===== config.mk =====
export PLATFORM = sky130hd
export DESIGN_NAME = fp_mult_pipe_flat
export DESIGN_NICKNAME = d
export VERILOG_FILES = /design/src/rtl/fp_mult_pipe_if.sv /design/src/rtl/fp_mult_pipe.sv /design/src/flat_wrapper.sv
export SDC_FILE = /design/constraint.sdc
export NUM_CORES = 1
export LEC_CHECK = 0
export CAP_MARGIN = 10
export CORE_MARGIN = 2
export CORE_UTILIZATION = 60
export CTS_CLUSTER_DIAMETER = 40
export DETAILED_ROUTE_END_ITERATION = 10
export PLACE_DENSITY = 0.91
export SLEW_MARGIN = 15
export SYNTH_ARGS = -nofsm -noshare
export SYNTH_HDL_FRONTEND = slang
export SYNTH_SLANG_ARGS = --single-unit

===== constraint.sdc =====
create_clock -name clk -period 2.5 [get_ports clk]
set_input_delay 0.5 -clock clk [delete_from_list [all_inputs] [get_ports clk]]
set_output_delay 0.5 -clock clk [all_outputs]
set_load 0.03 [all_outputs]

===== src/rtl/fp_mult_pipe_if.sv =====
// fp_mult_pipe_if: operand/result handshake bundle for fp_mult_pipe.
//   in_valid/in_ready : operand channel (in1, in2, round_mode)
//   out_valid/out_ready : result channel (out, out_ovf)
//   N : operand and result width (INT_LEN + FRAC_LEN of the multiplier)
// master = producer of operands / consumer of results, slave = the multiplier.
interface fp_mult_pipe_if #(
  parameter int N = 12
);
  logic         in_valid;
  logic         in_ready;
  logic [N-1:0] in1;
  logic [N-1:0] in2;
  logic         round_mode;
  logic         out_valid;
  logic         out_ready;
  logic [N-1:0] out;
  logic         out_ovf;

  modport master (
    output in_valid, in1, in2, round_mode, out_ready,
    input  in_ready, out_valid, out, out_ovf
  );

  modport slave (
    input  in_valid, in1, in2, round_mode, out_ready,
    output in_ready, out_valid, out, out_ovf
  );
endinterface


===== src/rtl/fp_mult_pipe.sv =====
// fp_mult_pipe: unsigned fixed-point multiplier with a valid/ready pipeline.
//   clk : rising-edge clock
//   rst : asynchronous active-high reset, clears every stage valid bit
//   bus : fp_mult_pipe_if slave
//         in1/in2 (N bits, FRAC_LEN fraction bits), round_mode (0 trunc,
//         1 round-half-up) accepted on in_valid && in_ready;
//         out/out_ovf delivered on out_valid && out_ready.
// The full-precision product is rounded and saturated/wrapped before the
// first register; the remaining STAGES-1 registers form an elastic shift
// chain, so latency is STAGES cycles for any STAGES value. Stage payload
// registers are not reset; outputs are gated to zero while the last stage
// is empty.
module fp_mult_pipe #(
  parameter int INT_LEN  = 8,
  parameter int FRAC_LEN = 4,
  parameter int STAGES   = 2,
  parameter int SAT_EN   = 1
) (
  input  logic          clk,
  input  logic          rst,
  fp_mult_pipe_if.slave bus
);

  localparam int N    = INT_LEN + FRAC_LEN;
  localparam int PW   = 2 * N;
  localparam int RW   = PW - FRAC_LEN + 1;
  localparam int HB   = (FRAC_LEN > 0) ? FRAC_LEN - 1 : 0;
  localparam int LAST = STAGES - 1;

  // Scale the full product down by FRAC_LEN, optionally adding the
  // half-LSB bit; one spare MSB keeps the rounding carry.
  function automatic logic [RW-1:0] round_res(input logic [PW-1:0] p,
                                              input logic          rm);
    logic half;
    half = (FRAC_LEN > 0) ? p[HB] : 1'b0;
    return RW'(p >> FRAC_LEN) + RW'(rm & half);
  endfunction

  // Returns {ovf, value}; ovf whenever any bit above N-1 is set.
  function automatic logic [N:0] sat_res(input logic [RW-1:0] r);
    logic         ovf;
    logic [N-1:0] v;
    ovf = |r[RW-1:N];
    if (ovf && (SAT_EN != 0)) v = '1;
    else                      v = r[N-1:0];
    return {ovf, v};
  endfunction

  logic [PW-1:0] prod;
  logic [N:0]    head_res;
  logic          vld_p [STAGES];
  logic [N:0]    res_p [STAGES];
  logic          ld    [STAGES];

  assign prod     = PW'(bus.in1) * PW'(bus.in2);
  assign head_res = sat_res(round_res(prod, bus.round_mode));

  // A stage may load when the output is being drained or when any stage
  // at or after it is empty: the chain then compresses toward the output.
  always_comb begin
    logic all_full;
    all_full = 1'b1;
    for (int k = LAST; k >= 0; k--) begin
      all_full = all_full & vld_p[k];
      ld[k]    = bus.out_ready | ~all_full;
    end
  end

  for (genvar k = 0; k < STAGES; k++) begin : g_stage
    logic       src_vld;
    logic [N:0] src_res;

    // Stage k input: operands for stage 0, previous stage otherwise
    if (k == 0) begin : g_head
      assign src_vld = bus.in_valid;
      assign src_res = head_res;
    end else begin : g_body
      assign src_vld = vld_p[k-1];
      assign src_res = res_p[k-1];
    end

    always_ff @(posedge clk or posedge rst) begin
      if (rst)        vld_p[k] <= 1'b0;
      else if (ld[k]) vld_p[k] <= src_vld;
    end

    always_ff @(posedge clk) begin
      if (ld[k] && src_vld) res_p[k] <= src_res;
    end
  end

  // Output boundary
  assign bus.in_ready  = ld[0];
  assign bus.out_valid = vld_p[LAST];
  assign bus.out       = vld_p[LAST] ? res_p[LAST][N-1:0] : '0;
  assign bus.out_ovf   = vld_p[LAST] & res_p[LAST][N];

endmodule


===== src/flat_wrapper.sv =====
// flat-port wrapper written by rule: the top's interface ports become plain ports
module fp_mult_pipe_flat 
#(
  parameter int INT_LEN  = 8,
  parameter int FRAC_LEN = 4,
  parameter int STAGES   = 2,
  parameter int SAT_EN   = 1
)
  (clk, rst, bus_in_valid, bus_in1, bus_in2, bus_round_mode, bus_out_ready, bus_in_ready, bus_out_valid, bus_out, bus_out_ovf);
  fp_mult_pipe_if #(.N(12)) bus_i ();
  input  logic clk;
  input  logic rst;
  input wire logic [$bits(bus_i.in_valid)-1:0] bus_in_valid;
  input wire logic [$bits(bus_i.in1)-1:0] bus_in1;
  input wire logic [$bits(bus_i.in2)-1:0] bus_in2;
  input wire logic [$bits(bus_i.round_mode)-1:0] bus_round_mode;
  input wire logic [$bits(bus_i.out_ready)-1:0] bus_out_ready;
  output wire logic [$bits(bus_i.in_ready)-1:0] bus_in_ready;
  output wire logic [$bits(bus_i.out_valid)-1:0] bus_out_valid;
  output wire logic [$bits(bus_i.out)-1:0] bus_out;
  output wire logic [$bits(bus_i.out_ovf)-1:0] bus_out_ovf;
  assign bus_i.in_valid = bus_in_valid;
  assign bus_i.in1 = bus_in1;
  assign bus_i.in2 = bus_in2;
  assign bus_i.round_mode = bus_round_mode;
  assign bus_i.out_ready = bus_out_ready;
  assign bus_in_ready = bus_i.in_ready;
  assign bus_out_valid = bus_i.out_valid;
  assign bus_out = bus_i.out;
  assign bus_out_ovf = bus_i.out_ovf;
  fp_mult_pipe #(.INT_LEN(INT_LEN), .FRAC_LEN(FRAC_LEN), .STAGES(STAGES), .SAT_EN(SAT_EN)) u_core (.clk(clk), .rst(rst), .bus(bus_i));
endmodule

Yosys cells after proc, flatten, opt, wreduce, memory -nomap -nowiden

Memory sizes are Yosys's and may differ from the RTL's.
Cells that the tools add are included.

Register bits: 2
Bits in writable memories: 26
Input bits: 29
Output and inout bits: 15
Logic and storage cells: 21
Memories: 1

Memories:

| memory       | depth | width | rd ports | clocked after Yosys merged registers in | write ports | RTL line           | source |
|---|---|---|---|---|---|---|---|
| u_core.res_p | 2     | 13    | 2        | 0                                       | 2           | fp_mult_pipe.sv:52 | `logic [N:0] res_p [STAGES];` |

Add/subtract/negate cells: 1
Multiply operators: 1
Mux-type cells: 6
Bitwise operators: 7
Reduce and logical (&&, ||, !) cells: 3

Operators with widths:

| cell                         | count |
|---|---|
| multiplier 12 x 12 -> 24 bit | 1 |
| 2-to-1 mux 12 bit            | 2 |
| adder 20 x 21 -> 21 bit      | 1 |
| OR reduction 9 bit           | 1 |
| 2-to-1 mux 1 bit             | 4 |
| bitwise AND 1 bit            | 3 |
| logical AND 1 bit            | 2 |
| inverter 1 bit               | 2 |
| bitwise OR 1 bit             | 2 |

Depth between registers and ports, before layout

Depth after elaboration: 6
Depth in mapped cells: 24
Mapped depth without buffers: 21

Worst setup path after synthesis

Ideal clock, no wire load.

Path type: input-to-reg
Start point: input port bus_in2[8]
End point: memory u_core.res_p[0][10] (netlist name) (data pin)
Setup time: 267 ps
Arrival time: 6081 ps
Data required time: 2233 ps
Setup slack: -3848 ps
Cell stages on the path: 22
Path buffers: 2
Path through: clkbuf_1 -> and2_1 -> fa_1 -> inv_1 -> fa_1 -> inv_1 -> fa_1 -> fa_1 -> inv_1 -> fa_1 -> inv_1 -> ha_1 -> and4_1 -> and3_1 -> a221oi_1 -> xnor2_1 -> or3b_4 -> nor3_1 -> o211ai_1 -> o21ai_2 -> buf_6 -> nand4_2

RTL lines:

| what               | RTL line           | source |
|---|---|---|
| start: declaration | flat_wrapper.sv:15 | `input wire logic [$bits(bus_i.in2)-1:0] bus_in2;` |
| end: declaration   | fp_mult_pipe.sv:52 |  |

==> results.md <==
Route:
- Dividing the detail-routed via count by the number of cells gives 6.61.
- The routed layout has between 6,000 and 7,000 vias.
- The detailed router finished its first iteration with 1,037 violations.
- The number of nets with antenna violations after routing is 0.
- Summed over all layers, the routed wires come to roughly 26 mm.
- The number of remaining DRC errors is 0.
- After detailed routing, the average wire length per cell comes to roughly 25 um.
- The length of the first detailed-routing pass in iterations is 7.

Synth:
- The cell count after synthesis came out at slightly above 700.
- For this run, asynchronously set or reset flops after synthesis account for 0.0714.
- The count of flip-flops with a built-in enable after synthesis is 26.
- The average instance in the mapped netlist occupies 9.18 um2.
- The Yosys step of the flow raised 0 warnings.
- The total standard cell area after synthesis is ~6600 um2.
- The synthesized flop and latch total is 28.
- The post-synthesis cell type count is 74.
- In the synthesized netlist the dominant register cell turns out to be edfxtp_1.
- The portion of the post-synthesis area used by sequential elements is 0.126.
- The number of nets in the synthesized netlist is 908.

STA:
- The largest clock skew in the final design is between 3 and 4 ps.
- The post-layout minimum cycle time is 6500 ps.
- Setup repair after global routing could not meet its margin everywhere.
- Setup violations remaining at the end of the flow were counted as 13.
- The max-slew violation count came to 0.
- The transition time at the pin with the least slew margin is 676 ps.
- The portion of the clock cycle consumed by the worst path in the final layout is 2.60.
- Headroom to the max-slew limit came out at 0.550.
- After routing, the total negative slack on setup checks comes to -51,410 ps.
- The hold violation total from the final report is 0.
- The achievable clock frequency is 154 MHz.
- The least setup slack across all paths after layout is -4000 ps.

Die:
- For this configuration, the core starts out at a cell density of 0.610.
- The floorplan core area is around 11,000 um2.
- Measured along the y axis, the die boundary spans ~110 um.
- The full die area is roughly 12,000 um2.
- The die is 109 um wide.
- The row count is 38.
- The count of pins on the block boundary is between 40 and 50.

Critical path:
- At the worst endpoint, the required time is about 2500 ps.
- The worst setup path is captured at a flip-flop.
- STA classifies the critical path startpoint as an input port.
- At the worst endpoint, the arrival time is approximately 6500 ps.
- In this run the worst path has a maximum fanout of 7.
- The worst setup path category is input port to flip-flop.

Placed design:
- Input and output buffers added on the ports amount to between 40 and 50.
- Detailed placement finished with a half-perimeter wire length of around 14 mm.
- In this run, placement finished with an instance count of about 1,000.
- The placer's final routability congestion estimate is a little under 1.

Finish:
- Of the cells placed in the final design, the portion with a size suffix greater than 1 is 0.355.
- 0 antenna diodes ended up in the layout.
- Registers take ~830 um2.
- The net count of the finished layout is 1,083.
- Once layout is complete, the utilization of the core stands at 0.828.
- The number of cells in the finished layout apart from fillers is between 1,000 and 1,500.
- In the final layout, the multi-input gates occupy between 5000 and 6000 um2.
- The layout-stage area growth over the synthesis result is 35.8%.
- The layout has between 500 and 600 filler cells.

Status:
- The run finished, with violations left.
- The checks that failed: setup timing.

GRT:
- The pin count of the biggest net entering global routing is 17.
- Global routing finished with a remaining overflow of 0.
- The total global-route track usage is 0.373.
- The first global-routing pass estimated roughly 34 mm of wire.
- The via count of the first global-routing pass is around 6,900.
- The number of antenna violations at the first check in global routing is 1.

Clock tree:
- Clock-pin slew was measured on the worst setup and hold paths at 90 ps.
- CTS placed an instance of clkbuf_8 at the clock tree root.
- The TritonCTS clock tree is built.
- TritonCTS created 3 clock buffers.
- At the later pin of the worst-skew pair, clock insertion delay measures roughly 270 ps.
- The clock sink count is 28.
- For this design, the CTS-stage hold fixing added 0 buffers.
- The number of buffers between clock root and the deepest sink is 2.
- CTS built an H-tree with a depth of 1.

Min path:
- The class of the most critical hold timing path is input port to asynchronous set/reset pin.

Run:
- The number of max-cap violations is 0.
[repair_timing]
item | in CTS | in global routing
gates resized for setup | 145 | 77
buffers inserted | 19 | 14
gates cloned | 4 | 1
pin swaps | 41 | 71
endpoints found under the setup margin | 13 | 13
[cells by family (layout without fill, tap and decap cells)]
family	count (synthesis)	after routing	synth area share
AND/OR/NAND/NOR	263	263	0.228
flip-flops	28	28	0.126
multiplexers	2	2	0.00323
adder cells (fa/ha/maj)	162	162	0.422
AO/OA/AOI/OAI	83	83	0.0964
XOR/XNOR	23	23	0.0317
buffers and inverters	156	330	0.0924
[final timing paths]
check	from	end	slack, ps	cells past startpoint
max in group asynchronous	rst	u_core.bus.out_valid	2010	2
hold reg to reg	u_core.res_p[0][1]	u_core.res_p[0][14]	430	0
min in group clk	u_core.res_p[0][1]	u_core.res_p[0][14]	430	0
hold / removal	rst	u_core.g_stage[1].src_vld	380	2
setup reg to reg	u_core.bus.out_valid	u_core.res_p[0][2]	750	2
setup / recovery	bus_in1[5]	u_core.res_p[0][12]	-4000	24
[per-stage QoR]
stage	setup slack (ps)	hold WS, ps	cell area (um2)
CTS	-3700	388	8660
finish	-4000	382	8940
floorplan	-3500	241	6810
global route	-4060	374	8940
global placement	-4290	402	8100
detailed placement	-4550	408	8100
[final cells by class]
cell class	instances	area share
clock buffers	4	0.00504
multi-input cells	533	0.636
flip-flops and latches	28	0.0929
well taps	140	0.0196
inverters	121	0.0508
repair buffers	205	0.196
[synthesized netlist by cell type (3+ instances only)]
master	n	share of area
inv_1	121	0.069
fa_1	100	0.30
nand2_1	94	0.054
and2_1	87	0.083
ha_1	62	0.12
clkbuf_1	28	0.016
edfxtp_1	26	0.12
nor2_1	17	0.0097
a21oi_1	16	0.012
nand4_2	11	0.021
o21ai_0	11	0.0084
xnor2_1	11	0.015
xor2_1	11	0.015
nor3_1	10	0.0076
a21o_1	7	0.0080
nand2b_1	5	0.0048
nand3_1	5	0.0038
nand4_1	5	0.0048
o211ai_1	5	0.0057
a211oi_1	4	0.0046
nand4b_1	4	0.0053
o21a_1	4	0.0046
a31oi_1	3	0.0029
buf_2	3	0.0023
o21ai_1	3	0.0023
o31ai_1	3	0.0034
[sequential cells by signal (all words and copies together) (netlist names)]
signal,count
u_core.res_p,26
u_core.bus.out_valid,1
u_core.g_stage.src_vld,1
[cells in the final DEF (no fill, tap or decap), types with 8 or more instances in the layout]
cell type,count
o21ai_0,9
buf_4,145
and2_1,77
clkdlybuf4s50_1,19
buf_2,13
ha_1,46
ha_4,14
xnor2_1,10
nand2_2,8
buf_6,12
edfxtp_1,26
fa_1,88
and2_4,11
a21oi_1,11
inv_1,104
nand2_1,83
xor2_1,10
fa_2,12
nor2_1,15
inv_2,17
[worst max-delay path, stage by stage]
cell and delay (ps):
buf_4 150, and2_4 170, fa_1 540, inv_2 50, fa_1 510, inv_1 90
fa_1 530, fa_2 580, inv_2 60, fa_2 530, inv_2 50, ha_4 320
buf_4 150, inv_1 110, nor3_2 400, o2111ai_1 220, buf_4 200, a2111oi_4 450
o211a_1 230, o21ai_1 80, a22oi_2 200, buf_4 150, clkbuf_16 150, nand3_2 90
[routing by layer]
layer | GRT usage | part of all wire
met1 | 0.403 | 0.30
met2 | 0.651 | 0.48
met3 | 0.0950 | 0.12
met4 | 0.235 | 0.097
met5 | 0 | 0
Power is not shown: default switching activity piles up to over one toggle a cycle in this logic, so the estimate is an artifact.
